`src/rtl/adder_pkg.sv`:
```
// Shared definitions for the sequential chunked adder family.
// Holds the FSM state encoding used by seq_chunk_adder.
package adder_pkg;

  typedef enum logic [1:0] {
    IDLE = 2'd0,
    RUN  = 2'd1,
    DONE = 2'd2
  } state_t;

endpackage

```
`src/rtl/chunk_adder.sv`:
```
// Combinational W-bit ripple-carry adder built from fulladder cells.
// Ports:
//   a, b   : W-bit addends
//   cin    : carry into bit 0
//   sum    : W-bit sum
//   cout   : carry out of bit W-1
//   c_msb  : carry into bit W-1 (used for signed overflow detection)
module chunk_adder #(
  parameter int W = 4
) (
  input  logic [W-1:0] a,
  input  logic [W-1:0] b,
  input  logic         cin,
  output logic [W-1:0] sum,
  output logic         cout,
  output logic         c_msb
);

  // carry chain: c[i] is the carry into bit i, c[W] the carry out
  logic [W:0] c;

  assign c[0] = cin;

  generate
    for (genvar gi = 0; gi < W; gi++) begin : g_fa
      fulladder u_fa (
        .a  (a[gi]),
        .b  (b[gi]),
        .ci (c[gi]),
        .s  (sum[gi]),
        .co (c[gi+1])
      );
    end
  endgenerate

  assign cout  = c[W];
  assign c_msb = c[W-1];

endmodule

```
`src/rtl/fulladder.sv`:
```
// Single-bit full adder cell, the building block of the ripple chains.
// Ports:
//   a, b, ci : addend bits and carry in
//   s        : sum bit
//   co       : carry out
module fulladder (
  input  logic a,
  input  logic b,
  input  logic ci,
  output logic s,
  output logic co
);

  assign s  = a ^ b ^ ci;
  assign co = (a & b) | (ci & (a ^ b));

endmodule

```
`src/rtl/seq_chunk_adder.sv`:
```
// Multi-cycle adder/subtractor. Operands are processed CHUNK bits per clock,
// LSB chunk first, with a carry register linking consecutive chunks, so the
// combinational carry chain is only CHUNK bits long.
// Ports:
//   clk, rst : clock, synchronous active-high reset
//   start    : request, accepted in IDLE or DONE
//   sub      : 0 -> a+b+cin, 1 -> a-b-cin (cin is a borrow-in)
//   a, b, cin: operands, sampled on the accepting edge only
//   busy     : high while an operation is running
//   done     : one-cycle pulse when sum/cout/ovf are valid
//   sum      : result, held until the next accepted start
//   cout     : carry out of MSB (for subtract, 1 means no borrow)
//   ovf      : signed overflow
module seq_chunk_adder
  import adder_pkg::*;
#(
  parameter int WIDTH = 16,
  parameter int CHUNK = 4
) (
  input  logic             clk,
  input  logic             rst,
  input  logic             start,
  input  logic             sub,
  input  logic [WIDTH-1:0] a,
  input  logic [WIDTH-1:0] b,
  input  logic             cin,
  output logic             busy,
  output logic             done,
  output logic [WIDTH-1:0] sum,
  output logic             cout,
  output logic             ovf
);

  // WIDTH must be a multiple of CHUNK
  localparam int NCHUNK = WIDTH / CHUNK;
  localparam int CW     = (NCHUNK > 1) ? $clog2(NCHUNK) : 1;

  state_t           state_reg;
  logic [WIDTH-1:0] a_reg;
  logic [WIDTH-1:0] b_reg;
  logic [WIDTH-1:0] sum_reg;
  logic             carry_reg;
  logic [CW-1:0]    cnt_reg;
  logic             cout_reg;
  logic             ovf_reg;

  logic [CHUNK-1:0] chunk_sum;
  logic             chunk_cout;
  logic             chunk_cmsb;

  logic [WIDTH-1:0] a_next;
  logic [WIDTH-1:0] b_next;
  logic [WIDTH-1:0] sum_next;

  chunk_adder #(.W(CHUNK)) u_chunk (
    .a     (a_reg[CHUNK-1:0]),
    .b     (b_reg[CHUNK-1:0]),
    .cin   (carry_reg),
    .sum   (chunk_sum),
    .cout  (chunk_cout),
    .c_msb (chunk_cmsb)
  );

  // Shift-right-by-CHUNK views; the single-chunk case has nothing left to shift.
  generate
    if (CHUNK == WIDTH) begin : g_single
      assign a_next   = '0;
      assign b_next   = '0;
      assign sum_next = chunk_sum;
    end else begin : g_multi
      assign a_next   = {{CHUNK{1'b0}}, a_reg[WIDTH-1:CHUNK]};
      assign b_next   = {{CHUNK{1'b0}}, b_reg[WIDTH-1:CHUNK]};
      assign sum_next = {chunk_sum, sum_reg[WIDTH-1:CHUNK]};
    end
  endgenerate

  always_ff @(posedge clk) begin
    if (rst) begin
      state_reg <= IDLE;
      a_reg     <= '0;
      b_reg     <= '0;
      sum_reg   <= '0;
      carry_reg <= 1'b0;
      cnt_reg   <= '0;
      cout_reg  <= 1'b0;
      ovf_reg   <= 1'b0;
    end else begin
      case (state_reg)
        IDLE, DONE: begin
          if (start) begin
            // subtract is a + ~b + 1; a borrow-in cancels the +1
            a_reg     <= a;
            b_reg     <= sub ? ~b : b;
            carry_reg <= cin ^ sub;
            cnt_reg   <= '0;
            state_reg <= RUN;
          end else begin
            state_reg <= IDLE;
          end
        end
        RUN: begin
          a_reg     <= a_next;
          b_reg     <= b_next;
          sum_reg   <= sum_next;
          carry_reg <= chunk_cout;
          cnt_reg   <= cnt_reg + 1'b1;
          if (cnt_reg == CW'(NCHUNK - 1)) begin
            // last chunk holds the operand MSB
            cout_reg  <= chunk_cout;
            ovf_reg   <= chunk_cout ^ chunk_cmsb;
            state_reg <= DONE;
          end
        end
        default: state_reg <= IDLE;
      endcase
    end
  end

  assign busy = (state_reg == RUN);
  assign done = (state_reg == DONE);
  assign sum  = sum_reg;
  assign cout = cout_reg;
  assign ovf  = ovf_reg;

endmodule

```
`config.mk`:
```
export PLATFORM = sky130hd
export DESIGN_NAME = seq_chunk_adder
export DESIGN_NICKNAME = d
export VERILOG_FILES = /design/src/rtl/adder_pkg.sv /design/src/rtl/chunk_adder.sv /design/src/rtl/fulladder.sv /design/src/rtl/seq_chunk_adder.sv
export SDC_FILE = /design/constraint.sdc
export NUM_CORES = 1
export LEC_CHECK = 0
export CORE_MARGIN = 3
export CORE_UTILIZATION = 49
export CTS_CLUSTER_DIAMETER = 50
export CTS_CLUSTER_SIZE = 16
export DETAILED_ROUTE_END_ITERATION = 10
export GPL_TIMING_DRIVEN = 0
export MAX_ROUTING_LAYER = met4
export PLACE_DENSITY_LB_ADDON = 0.2
export SYNTH_ARGS = -nofsm -noshare
export SYNTH_HDL_FRONTEND = slang
export SYNTH_SLANG_ARGS = --single-unit
```
`constraint.sdc`:
```
create_clock -name clk -period 2.9 [get_ports clk]
set_input_delay 0.58 -clock clk [delete_from_list [all_inputs] [get_ports clk]]
set_output_delay 0.58 -clock clk [all_outputs]
set_load 0.05 [all_outputs]
```
==> reports/qor.tcl <==
set qor(worst_path_required_time_ns) 2.32
set qor(share_clk_of_total_power_pct) 25.7
set qor(postPlaceCellArea_mm2) 0.003025
set qor(post-route-drc-count) 0
set qor(fin_worst_hold_slack_ns) 0.4565
set qor(critical_path_capture_point_type) {output pin}
set qor(num_rows) 24
set qor(cap_violations) 0
set qor(finalHoldViolations) 0
set qor(max-clock-path-buffers) 2
set qor(groute.usage.overall_pct) 19.42
set qor(io_buffers) 54
set qor(syn_avg_cell_area_um2) 8.677
set qor(finalClockSkew_ns) 0.005236
set qor(ctsRootBufferMaster) {clkbuf_8}
set qor(cts_tree) {yes}
set qor(grt_max_degree) 15
set qor(path_class) {reg2out}
set qor(cp_common_cell) {buf_4}
set qor(initial_utilization_pct) 53.01
set qor(post-cts-setup-buffers) 0
set qor(compound_gate_portion_of_the_synthesized_area_pct) 20.61
set qor(finalSetupViolCount) 0
set qor(drt_pass1_iterations) 4
set qor(drt-vias-per-instance) 5.259
set qor(cts.reportedPaths.clkPinSlew_ns) 0.09
set qor(slew-limit-headroom_pct) 60.08
set qor(antenna_violations_before_repair) 0
set qor(floorplan.io_pins) 57
set qor(grt_first_pass_wirelength_mm) 8.963
set qor(syn2layout_area_growth_pct) 28.89
set qor(gpl.final_weighted_congestion) 0.7916
set qor(synth-adder-area-share_pct) 3.852
set qor(postSynthCellCount) 277
set qor(power.density_mw_per_mm2) 487.4
set qor(max_clock_freq_mhz) 368.0
set qor(max_h_tree_level) 2
set qor(synth.area.mux_share_pct) 0
set qor(dp_hpwl_mm) 3.934
set qor(antenna_violating_nets_post_route) 0
set qor(stdcell_count) 402
set qor(mostFrequentLayoutCell) {dfxtp_1}
set qor(largest_family_of_logic_cells_by_synthesized_area) {compound AO/OA/AOI/OAI gates}
set qor(rsz0062_at_grt) {no}
set qor(synth_fp_nets) 319
set qor(yosysSeqAreaShare_pct) 45.81
set qor(critical-path-max-stage-delay_ns) 0.82
set qor(period_needed_ns) 2.717
set qor(min_path_type) {reg2reg}
set qor(total_core_area_mm2) 0.004534
set qor(ys.warnings.count) 0
set qor(outcome) {completed}
set qor(postCtsHoldBufs) 0
set qor(power.sequential.fraction_pct) 54.5
set qor(cellInternalPower_uw) 1090
set qor(syn_area_mm2) 0.002404
set qor(die_area_mm2) 0.005781
set qor(cts_buffers) 5
set qor(worst_case_reg_to_reg_path_depth) 10
set qor(drv_slew) 0
set qor(route.vias.total) 2114
set qor(final_period_util_pct) 93.69
set qor(fin_area_mm2) 0.003098
set qor(synth_xor_xnor_area_share_pct) 6.559
set qor(wl_per_cell_um) 13.28
set qor(ir_drop_mv) 0.2898
set qor(fin_total_pwr_uw) 1510
set qor(timing.setup.tns_ns) 0
set qor(post_synth_and_or_nand_nor_area_fraction_pct) 15.88
set qor(timing.critical_path.arrival_ns) 2.14
set qor(fp.dieW_um) 76.04
set qor(chipHeight_um) 76.04
set qor(clk_latency_ns) 0.30
set qor(layout.cells.most_common_list) {dfxtp_1 (55), clkdlybuf4s50_1 (54), a21oi_1 (50)}
set qor(num_antenna_cells) 0
set qor(yosys_reg_bits) 55
set qor(crit_chain) {nand2b_1 > buf_4 > inv_2 > buf_6 > buf_4 > clkdlybuf4s50_1}
set qor(drive_gt1_share_pct) 8.309
set qor(routed_wirelength_mm) 5.340
set qor(crit_fanout) 10
set qor(synth.distinct_cells) 25
set qor(placedCellCount) 396
set qor(grt_pass1_vias) 2058
set qor(cts_resized) 0
set qor(num-nets-final) 380
set qor(hold-path-cell-count) 2
set qor(p_comb_share_pct) 19.7
set qor(timing.critical_path.slowest_stage_cell) {clkdlybuf4s50_1}
set qor(overflow) 0
set qor(critical_path.startpoint_type) {flop}
set qor(total_leakage_power_uw) 0.001103
set qor(cts.sinks) 55
set qor(power.share.switching_pct) 27.82
set qor(tightest_slew_ns) 0.5988
set qor(drtIter0Drc) 108
set qor(p_switching_uw) 420.1
## area by class of cell
cell class	count	area [um^2]
Buffer	27	145.1
Clock buffer	6	72.57
Fill cell	414	1436
Inverter	8	30.03
Multi-Input combinational cell	187	1127
Sequential cell	55	1101
Tap cell	65	81.33
Timing Repair Buffer	54	540.5
## metal layers
layer / part of all wire [%] / track usage [%] / vias to the layer above
li1: - / - / 1075
met1: 43 / 21.61 / 974
met2: 49 / 34.40 / 58
met3: 5.5 / 4.610 / 7
met4: 1.6 / 6.159 / 0
met5: 0 / - / -
## stage by stage
step / setup WS, ns / util [%]
global placement: 0.5257 / 66.72
CTS: 0.1617 / 68.32
finish: 0.1829 / 68.32
floorplan: 0.7123 / -
global route: 0.08143 / 68.32
detailed placement: 0.5077 / 66.72
## power groups by stage
stage	sequential (uW)	combinational, uW	clock, uW
2_1_floorplan	858	169	0
3_3_place_gp	839	295	0
3_5_place_dp	841	299	0
4_1_cts	823	300	394
5_1_grt	829	327	426
6_report	823	298	389
## critical path, delay by kind of cell (launching register included)
kind / cells / cell delay (ns)
AND/OR/NAND/NOR: 1 / 0.07
buffers and inverters: 5 / 1.37
flip-flops: 1 / 0.39
## worst paths after layout
check        slack [ns]          from     end
min                0.46        sum[1]  sum[1]
max reg2reg        0.53     carry_reg     ovf
max                0.18  state_reg[0]    busy
min reg2reg        0.46        sum[1]  sum[1]
## synthesized netlist by cell type (all sizes together)
cell type / number / area (um^2)
nor2b: 2 / 12.51
nand3b: 1 / 7.510
xnor2: 1 / 8.760
nand2b: 3 / 18.77
a2bb2oi: 1 / 8.760
nor2: 4 / 15.01
o21a: 1 / 7.510
a311oi: 1 / 15.01
xor2: 17 / 148.9
clkbuf: 10 / 37.54
dfxtp: 55 / 1101
fa: 4 / 80.08
a22oi: 24 / 180.2
nand2: 38 / 142.6
buf: 17 / 107.6
inv: 8 / 30.03
nand3: 36 / 185.2
a211oi: 2 / 25.02
a21oi: 51 / 259.0
ha: 1 / 12.51
## kinds of logic (layout without fill, tap and decap cells)
group	count (synthesis)	count (layout)
AOI/OAI and AO/OA	80	80
buffers and inverters	35	95
and+or+nand+nor	84	84
DFF	55	55
xor gates and xnor gates	18	18
adders and majority gates	5	5
No activity file was read; power rests on OpenSTA's default activity.
